`src/rtl/rv_lsu_wb.sv`:
```
// Memory/writeback stage: registers the ALU-stage result, runs the data-bus access with a
// timeout, aligns load data and presents one registered writeback per instruction.
module rv_lsu_wb #(
  parameter int TIMEOUT_CYCLES = 64
) (
  input  logic        i_clk,
  input  logic        i_reset_n,
  input  logic        i_load,
  input  logic        i_store,
  input  logic        i_reg_write,
  input  logic [4:0]  i_rd,
  input  logic [2:0]  i_funct3,
  input  logic [31:0] i_alu_result,
  input  logic [31:0] i_wdata,
  input  logic [3:0]  i_wsel,
  output logic        o_stall,
  output logic        o_dbus_req,
  output logic        o_dbus_we,
  output logic [31:0] o_dbus_addr,
  output logic [31:0] o_dbus_wdata,
  output logic [3:0]  o_dbus_sel,
  input  logic        i_dbus_ack,
  input  logic [31:0] i_dbus_rdata,
  output logic        o_wb_write,
  output logic [4:0]  o_wb_rd,
  output logic [31:0] o_wb_data,
  output logic        o_misalign,
  output logic        o_bus_err
);

  localparam int CW = $clog2(TIMEOUT_CYCLES + 1);
  localparam logic [CW-1:0] LAST_COUNT = CW'(TIMEOUT_CYCLES - 1);

  typedef enum logic {IDLE, BUS} state_t;

  state_t        state;
  logic [CW-1:0] count;

  logic          valid;
  logic          load;
  logic          store;
  logic          reg_write;
  logic [4:0]    rd;
  logic [2:0]    funct3;
  logic [31:0]   addr;
  logic [31:0]   wdata;
  logic [3:0]    wsel;

  logic          mem_op;
  logic          misaligned;
  logic          bad_align;
  logic          issue;
  logic          timeout_hit;
  logic          complete;
  logic          error;
  logic          wb_en;
  logic [7:0]    lane_byte;
  logic [15:0]   lane_half;
  logic [31:0]   load_data;
  logic [31:0]   wb_value;

  // The captured instruction is held while stalled, so the bus fields stay stable in BUS.
  always_comb begin
    mem_op      = load | store;
    misaligned  = ((funct3[1:0] == 2'b01) && addr[0]) ||
                  ((funct3[1:0] == 2'b10) && (addr[1:0] != 2'b00));
    bad_align   = valid && mem_op && misaligned;
    issue       = valid && mem_op && !misaligned;
    timeout_hit = (state == BUS) && (count == LAST_COUNT) && !i_dbus_ack;
    complete    = valid && (!mem_op || misaligned || i_dbus_ack || timeout_hit);
    error       = bad_align || timeout_hit;
    wb_en       = complete && !error && reg_write && (rd != 5'd0) && !store;
  end

  assign o_stall      = issue && !i_dbus_ack && !timeout_hit;
  assign o_dbus_req   = issue;
  assign o_dbus_we    = issue && store;
  assign o_dbus_addr  = issue ? {addr[31:2], 2'b00} : 32'h0;
  assign o_dbus_wdata = issue ? wdata : 32'h0;
  assign o_dbus_sel   = issue ? (store ? wsel : 4'b1111) : 4'b0000;

  always_comb begin
    case (addr[1:0])
      2'b00:   lane_byte = i_dbus_rdata[7:0];
      2'b01:   lane_byte = i_dbus_rdata[15:8];
      2'b10:   lane_byte = i_dbus_rdata[23:16];
      default: lane_byte = i_dbus_rdata[31:24];
    endcase
    lane_half = addr[1] ? i_dbus_rdata[31:16] : i_dbus_rdata[15:0];
    case (funct3)
      3'b000:  load_data = {{24{lane_byte[7]}}, lane_byte};
      3'b001:  load_data = {{16{lane_half[15]}}, lane_half};
      3'b100:  load_data = {24'h0, lane_byte};
      3'b101:  load_data = {16'h0, lane_half};
      default: load_data = i_dbus_rdata;
    endcase
    wb_value = load ? load_data : addr;
  end

  // The counter tallies request cycles, so the issuing IDLE cycle is already the first one
  // and the request stays up for exactly TIMEOUT_CYCLES cycles before an abort.
  always_ff @(posedge i_clk) begin
    if (!i_reset_n) begin
      state      <= IDLE;
      count      <= '0;
      valid      <= 1'b0;
      load       <= 1'b0;
      store      <= 1'b0;
      reg_write  <= 1'b0;
      rd         <= 5'd0;
      funct3     <= 3'd0;
      addr       <= 32'h0;
      wdata      <= 32'h0;
      wsel       <= 4'h0;
      o_wb_write <= 1'b0;
      o_wb_rd    <= 5'd0;
      o_wb_data  <= 32'h0;
      o_misalign <= 1'b0;
      o_bus_err  <= 1'b0;
    end else begin
      if (!o_stall) begin
        valid     <= 1'b1;
        load      <= i_load;
        store     <= i_store;
        reg_write <= i_reg_write;
        rd        <= i_rd;
        funct3    <= i_funct3;
        addr      <= i_alu_result;
        wdata     <= i_wdata;
        wsel      <= i_wsel;
      end
      case (state)
        IDLE: begin
          if (issue && !i_dbus_ack) begin
            state <= BUS;
            count <= CW'(1);
          end
        end
        BUS: begin
          if (i_dbus_ack || timeout_hit) begin
            state <= IDLE;
            count <= '0;
          end else if (count != '1) begin
            count <= count + CW'(1);
          end
        end
        default: state <= IDLE;
      endcase
      o_misalign <= bad_align;
      o_bus_err  <= timeout_hit;
      o_wb_write <= wb_en;
      if (wb_en) begin
        o_wb_rd   <= rd;
        o_wb_data <= wb_value;
      end
    end
  end

endmodule

```
`config.mk`:
```
export PLATFORM = sky130hd
export DESIGN_NAME = rv_lsu_wb
export DESIGN_NICKNAME = d
export VERILOG_FILES = /design/src/rtl/rv_lsu_wb.sv
export SDC_FILE = /design/constraint.sdc
export NUM_CORES = 1
export LEC_CHECK = 0
export BUFFER_PORTS_ARGS = -buffer_cell sky130_fd_sc_hd__buf_2
export CORE_ASPECT_RATIO = 1.1
export CORE_MARGIN = 2
export CORE_UTILIZATION = 46
export CTS_CLUSTER_SIZE = 14
export DETAILED_ROUTE_END_ITERATION = 10
export HOLD_SLACK_MARGIN = 0.02
export PLACE_DENSITY = 0.76
export RECOVER_POWER = 50
export SETUP_SLACK_MARGIN = 0.05
export SLEW_MARGIN = 20
export SYNTH_ARGS = -nofsm -noshare
export SYNTH_HDL_FRONTEND = slang
export SYNTH_SLANG_ARGS = --single-unit
export TNS_END_PERCENT = 30
```
`constraint.sdc`:
```
create_clock -name i_clk -period 2.1 [get_ports i_clk]
set_input_delay 0.315 -clock i_clk [delete_from_list [all_inputs] [get_ports i_clk]]
set_output_delay 0.315 -clock i_clk [all_outputs]
set_load 0.02 [all_outputs]
```
==> results.yml <==
run_status:
  status: "finished with violations"
  violations: "setup timing"
detailed_routing:
  dr_wl_met2_um: 11000
  drtIter0Drc: 522
  drtPass1Iterations: 7
  vias: 6860
  route.detailed.drc: 0
  wl_met3_um: 1870
  wl_met1_um: 8950
  wl_per_cell_um: 18.3
  top_layer: "met4"
  postRouteAntennaNets: 0
  vias_per_cell: 5.55
  wl_um: 22600
worst_setup_path:
  ff2ff_path_depth: 9
  cp-end-kind: "output pin"
  reg2reg_from: "valid$_SDFFE_PN0N_"
  cp_max_fo: 9
  cpMaxStageDelayCell: "dfxtp_2"
  start_kind: "register"
  arrival_ns: 1.86
  cp.required_ns: 1.78
  reg2reg_to: "addr[25]$_SDFFE_PN0N_"
  slowest_delay_ns: 0.33
  criticalPathCategory: "register to output pin"
  ff2ff_setup_slack_ns: 0.12
  path_cells: "o21a_4 -> o211ai_1 -> inv_2 -> buf_12 -> clkbuf_16 -> and2_4 -> buf_6"
clock_network:
  insertion_delay_ns: 0.43
  cts_hold_buf: 0
  root_buffer: "clkbuf_16"
  htreeDepth: 4
  cts_sinks: 128
  cts_buffers: 17
  cts_tree: "done"
  clockBufferDepth: 2
  cts.clk_slew.worst_paths_ns: 0.06
cells_and_area:
  diodes: 0
  drive_gt1_frac: 0.348
  fin_util: 0.637
  final_cell_count_no_fill: 1235
  fillers: 1223
  nets: 1144
  synthToLayoutAreaGrowth_pct: 37.0
place:
  hpwl_um: 14900
  gp_congestion: 0.874
  numPortBuffers: 222
  dp_slack_ns: 0.0774
  place_inst: 1194
timing:
  slew_headroom: 0.434
  setup-violations-final: 37
  worst_slew_pin_slew_ns: 0.849
  timing.fmax_mhz: 461
  worst_slack_ns: -0.0710
  hold_viol_final: 0
  finalCritPeriodShare: 1.03
  rsz0062_at_grt: "true"
  fin_crit_ns: 2.17
  fin_skew_ns: 0.0127
  drv_slew: 0
synthesis:
  synth-seq-area-share: 0.371
  yosys_warnings: 0
  synth_area_um2: 6920
  async_reset_ff_frac: 0
  synth_edf_count: 0
  synth.distinct_cells: 64
  synth_seq_cells: 128
  synth_flop_cell: "dfxtp_1"
  syn_area_per_cell_um2: 8.46
  postSynthCellCount: 817
min_path:
  min_to: "wdata[25]$_SDFFE_PN0N_"
  hold_depth: 3
  worstHoldStart: "i_wdata[25]"
  min_path_type: "input port to register"
global_route:
  overflow: 0
  grt_start_max_net_pins: 65
  grt_antenna_before_repair: 0
  grt.total_usage: 0.268
  grt_pass1_wl_um: 33800
  grt_pass1_vias: 6429
floorplan:
  initial_core_util: 0.465
  die_x_um: 121
  core_region_area_um2: 14900
  dieArea_um2: 16000
  row_count: 47
  die_y_um: 133
  pin_count: 225
pwr:
  finalPower_uw: 6670
  leakage_uw: 0.00391
  ir_worst_vdd_v: 0.000573
  p_per_area_nw_per_um2: 704
run:
  cap_violations: 0
==> cells by family (layout without fill, tap and decap cells) <==
| logic type | count (synthesis) | in the layout | share of synthesized area |
|---|---|---|---|
| fa+ha+maj | 1 | 1 | 0.00181 |
| other cells | 1 | 2 | 0.000542 |
| flops | 128 | 128 | 0.371 |
| simple gates | 328 | 328 | 0.231 |
| mux | 103 | 103 | 0.150 |
| compound gates | 160 | 160 | 0.178 |
| buf+inv | 96 | 317 | 0.0682 |
==> worst max-delay path: cells and delay by family, from the launching register on <==
| kind | cells | cell delay (ns) |
|---|---|---|
| DFF | 1 | 0.33 |
| and+or+nand+nor | 1 | 0.16 |
| buffers and inverters | 4 | 0.55 |
| AOI/OAI and AO/OA | 2 | 0.38 |
==> worst max path at each step <==
stage / cells after the start / startpoint / end
finish: 7 / store$_SDFFE_PN0N_ / o_dbus_wdata[18]
global route: 7 / store$_SDFFE_PN0N_ / o_dbus_addr[10]
CTS: 5 / count[1]$_SDFFE_PN0P_ / o_stall
detailed placement: 4 / addr[1]$_SDFFE_PN0N_ / o_wb_data[30]$_SDFFE_PN0P_
global placement: 4 / addr[1]$_SDFFE_PN0N_ / o_wb_data[30]$_SDFFE_PN0P_
floorplan: 8 / count[0]$_SDFFE_PN0P_ / o_wb_data[1]$_SDFFE_PN0P_
==> Yosys cell counts (all sizes together), types with 2 or more instances <==
cell | count | area (µm²)
a211oi | 16 | 200
a21o | 17 | 128
a21oi | 14 | 70.1
a221oi | 3 | 26.3
a311oi | 7 | 67.6
a31o | 2 | 17.5
a31oi | 47 | 294
a41o | 2 | 20.0
a41oi | 2 | 17.5
and2 | 64 | 400
and3 | 4 | 30.0
buf | 20 | 186
clkbuf | 58 | 218
dfxtp | 128 | 2560
inv | 18 | 67.6
mux2 | 6 | 67.6
mux2i | 97 | 971
nand2 | 181 | 679
nand2b | 7 | 43.8
nand3 | 2 | 15.0
nand3b | 4 | 30.0
nand4 | 2 | 12.5
nand4b | 4 | 35.0
nor2 | 13 | 48.8
nor2b | 29 | 181
nor3 | 8 | 40.0
nor3b | 4 | 30.0
o2111ai | 2 | 17.5
o211ai | 4 | 30.0
o21a | 3 | 22.5
o21ai | 10 | 50.1
o221ai | 3 | 26.3
o22a | 4 | 35.0
o22ai | 2 | 12.5
o311ai | 6 | 52.6
o31ai | 2 | 15.0
==> routing by layer <==
metal,track usage,up-vias
li1,-,3265
met1,0.338,3210
met2,0.423,325
met3,0.0832,60
met4,0.110,0
met5,0,-
==> cell usage in the layout, fill, tap and decap left out, types with 7 or more instances in the layout <==
master       n
buf_4       36
o21ai_0      9
clkbuf_1    43
nand2b_1     7
a21oi_1     13
a211oi_2    16
clkbuf_16   20
nor2_1      12
nor2b_1     29
buf_2      116
a21o_1      17
inv_1       17
dfxtp_1    119
buf_6       65
and2_4      60
mux2i_1     97
a31oi_1     47
nand2_1    181
nor3_1       8
==> flip-flops by register name, summed over array words and instances (netlist names) <==
signal and flops:
o_wb_data 32, valid 1, o_wb_rd 5, addr 32, wsel 4, funct3 3, o_bus_err 1, reg_write 1
o_misalign 1, state 1, count 7, load 1, store 1, rd 5, o_wb_write 1, wdata 32
==> per-stage QoR <==
step           hold slack, ns   TNS, ns  cell area, µm²
6_report                0.121     -1.63            9470
5_1_grt                 0.123     -2.74            9470
4_1_cts                 0.116  -0.00980            9270
3_5_place_dp            0.447         0            8230
3_3_place_gp            0.439         0            8230
2_1_floorplan           0.405         0            6930
==> report_power, final <==
part           leakage, µW  switching, µW  internal [µW]
Sequential         0.00106           93.3           2560
Clock             0.000267           1060           1690
Combinational      0.00258            705            562
==> layout make-up <==
class	count	area, µm²	area share
Clock inverter	7	62.6	0.00660
Tap cell	196	245	0.0259
Sequential cell	128	2580	0.273
Clock buffer	22	474	0.0501
Inverter	18	67.6	0.00713
Timing Repair Buffer	270	1950	0.206
Multi-Input combinational cell	594	4090	0.431
==> repair_timing <==
action                                  4_1_cts  5_1_grt
resized for setup                           164       44
cloned                                        0        4
pin swaps                                    24        3
endpoints found under the setup margin       65       93
setup buffers                                 3        5
(Power assumes the default switching activity.)
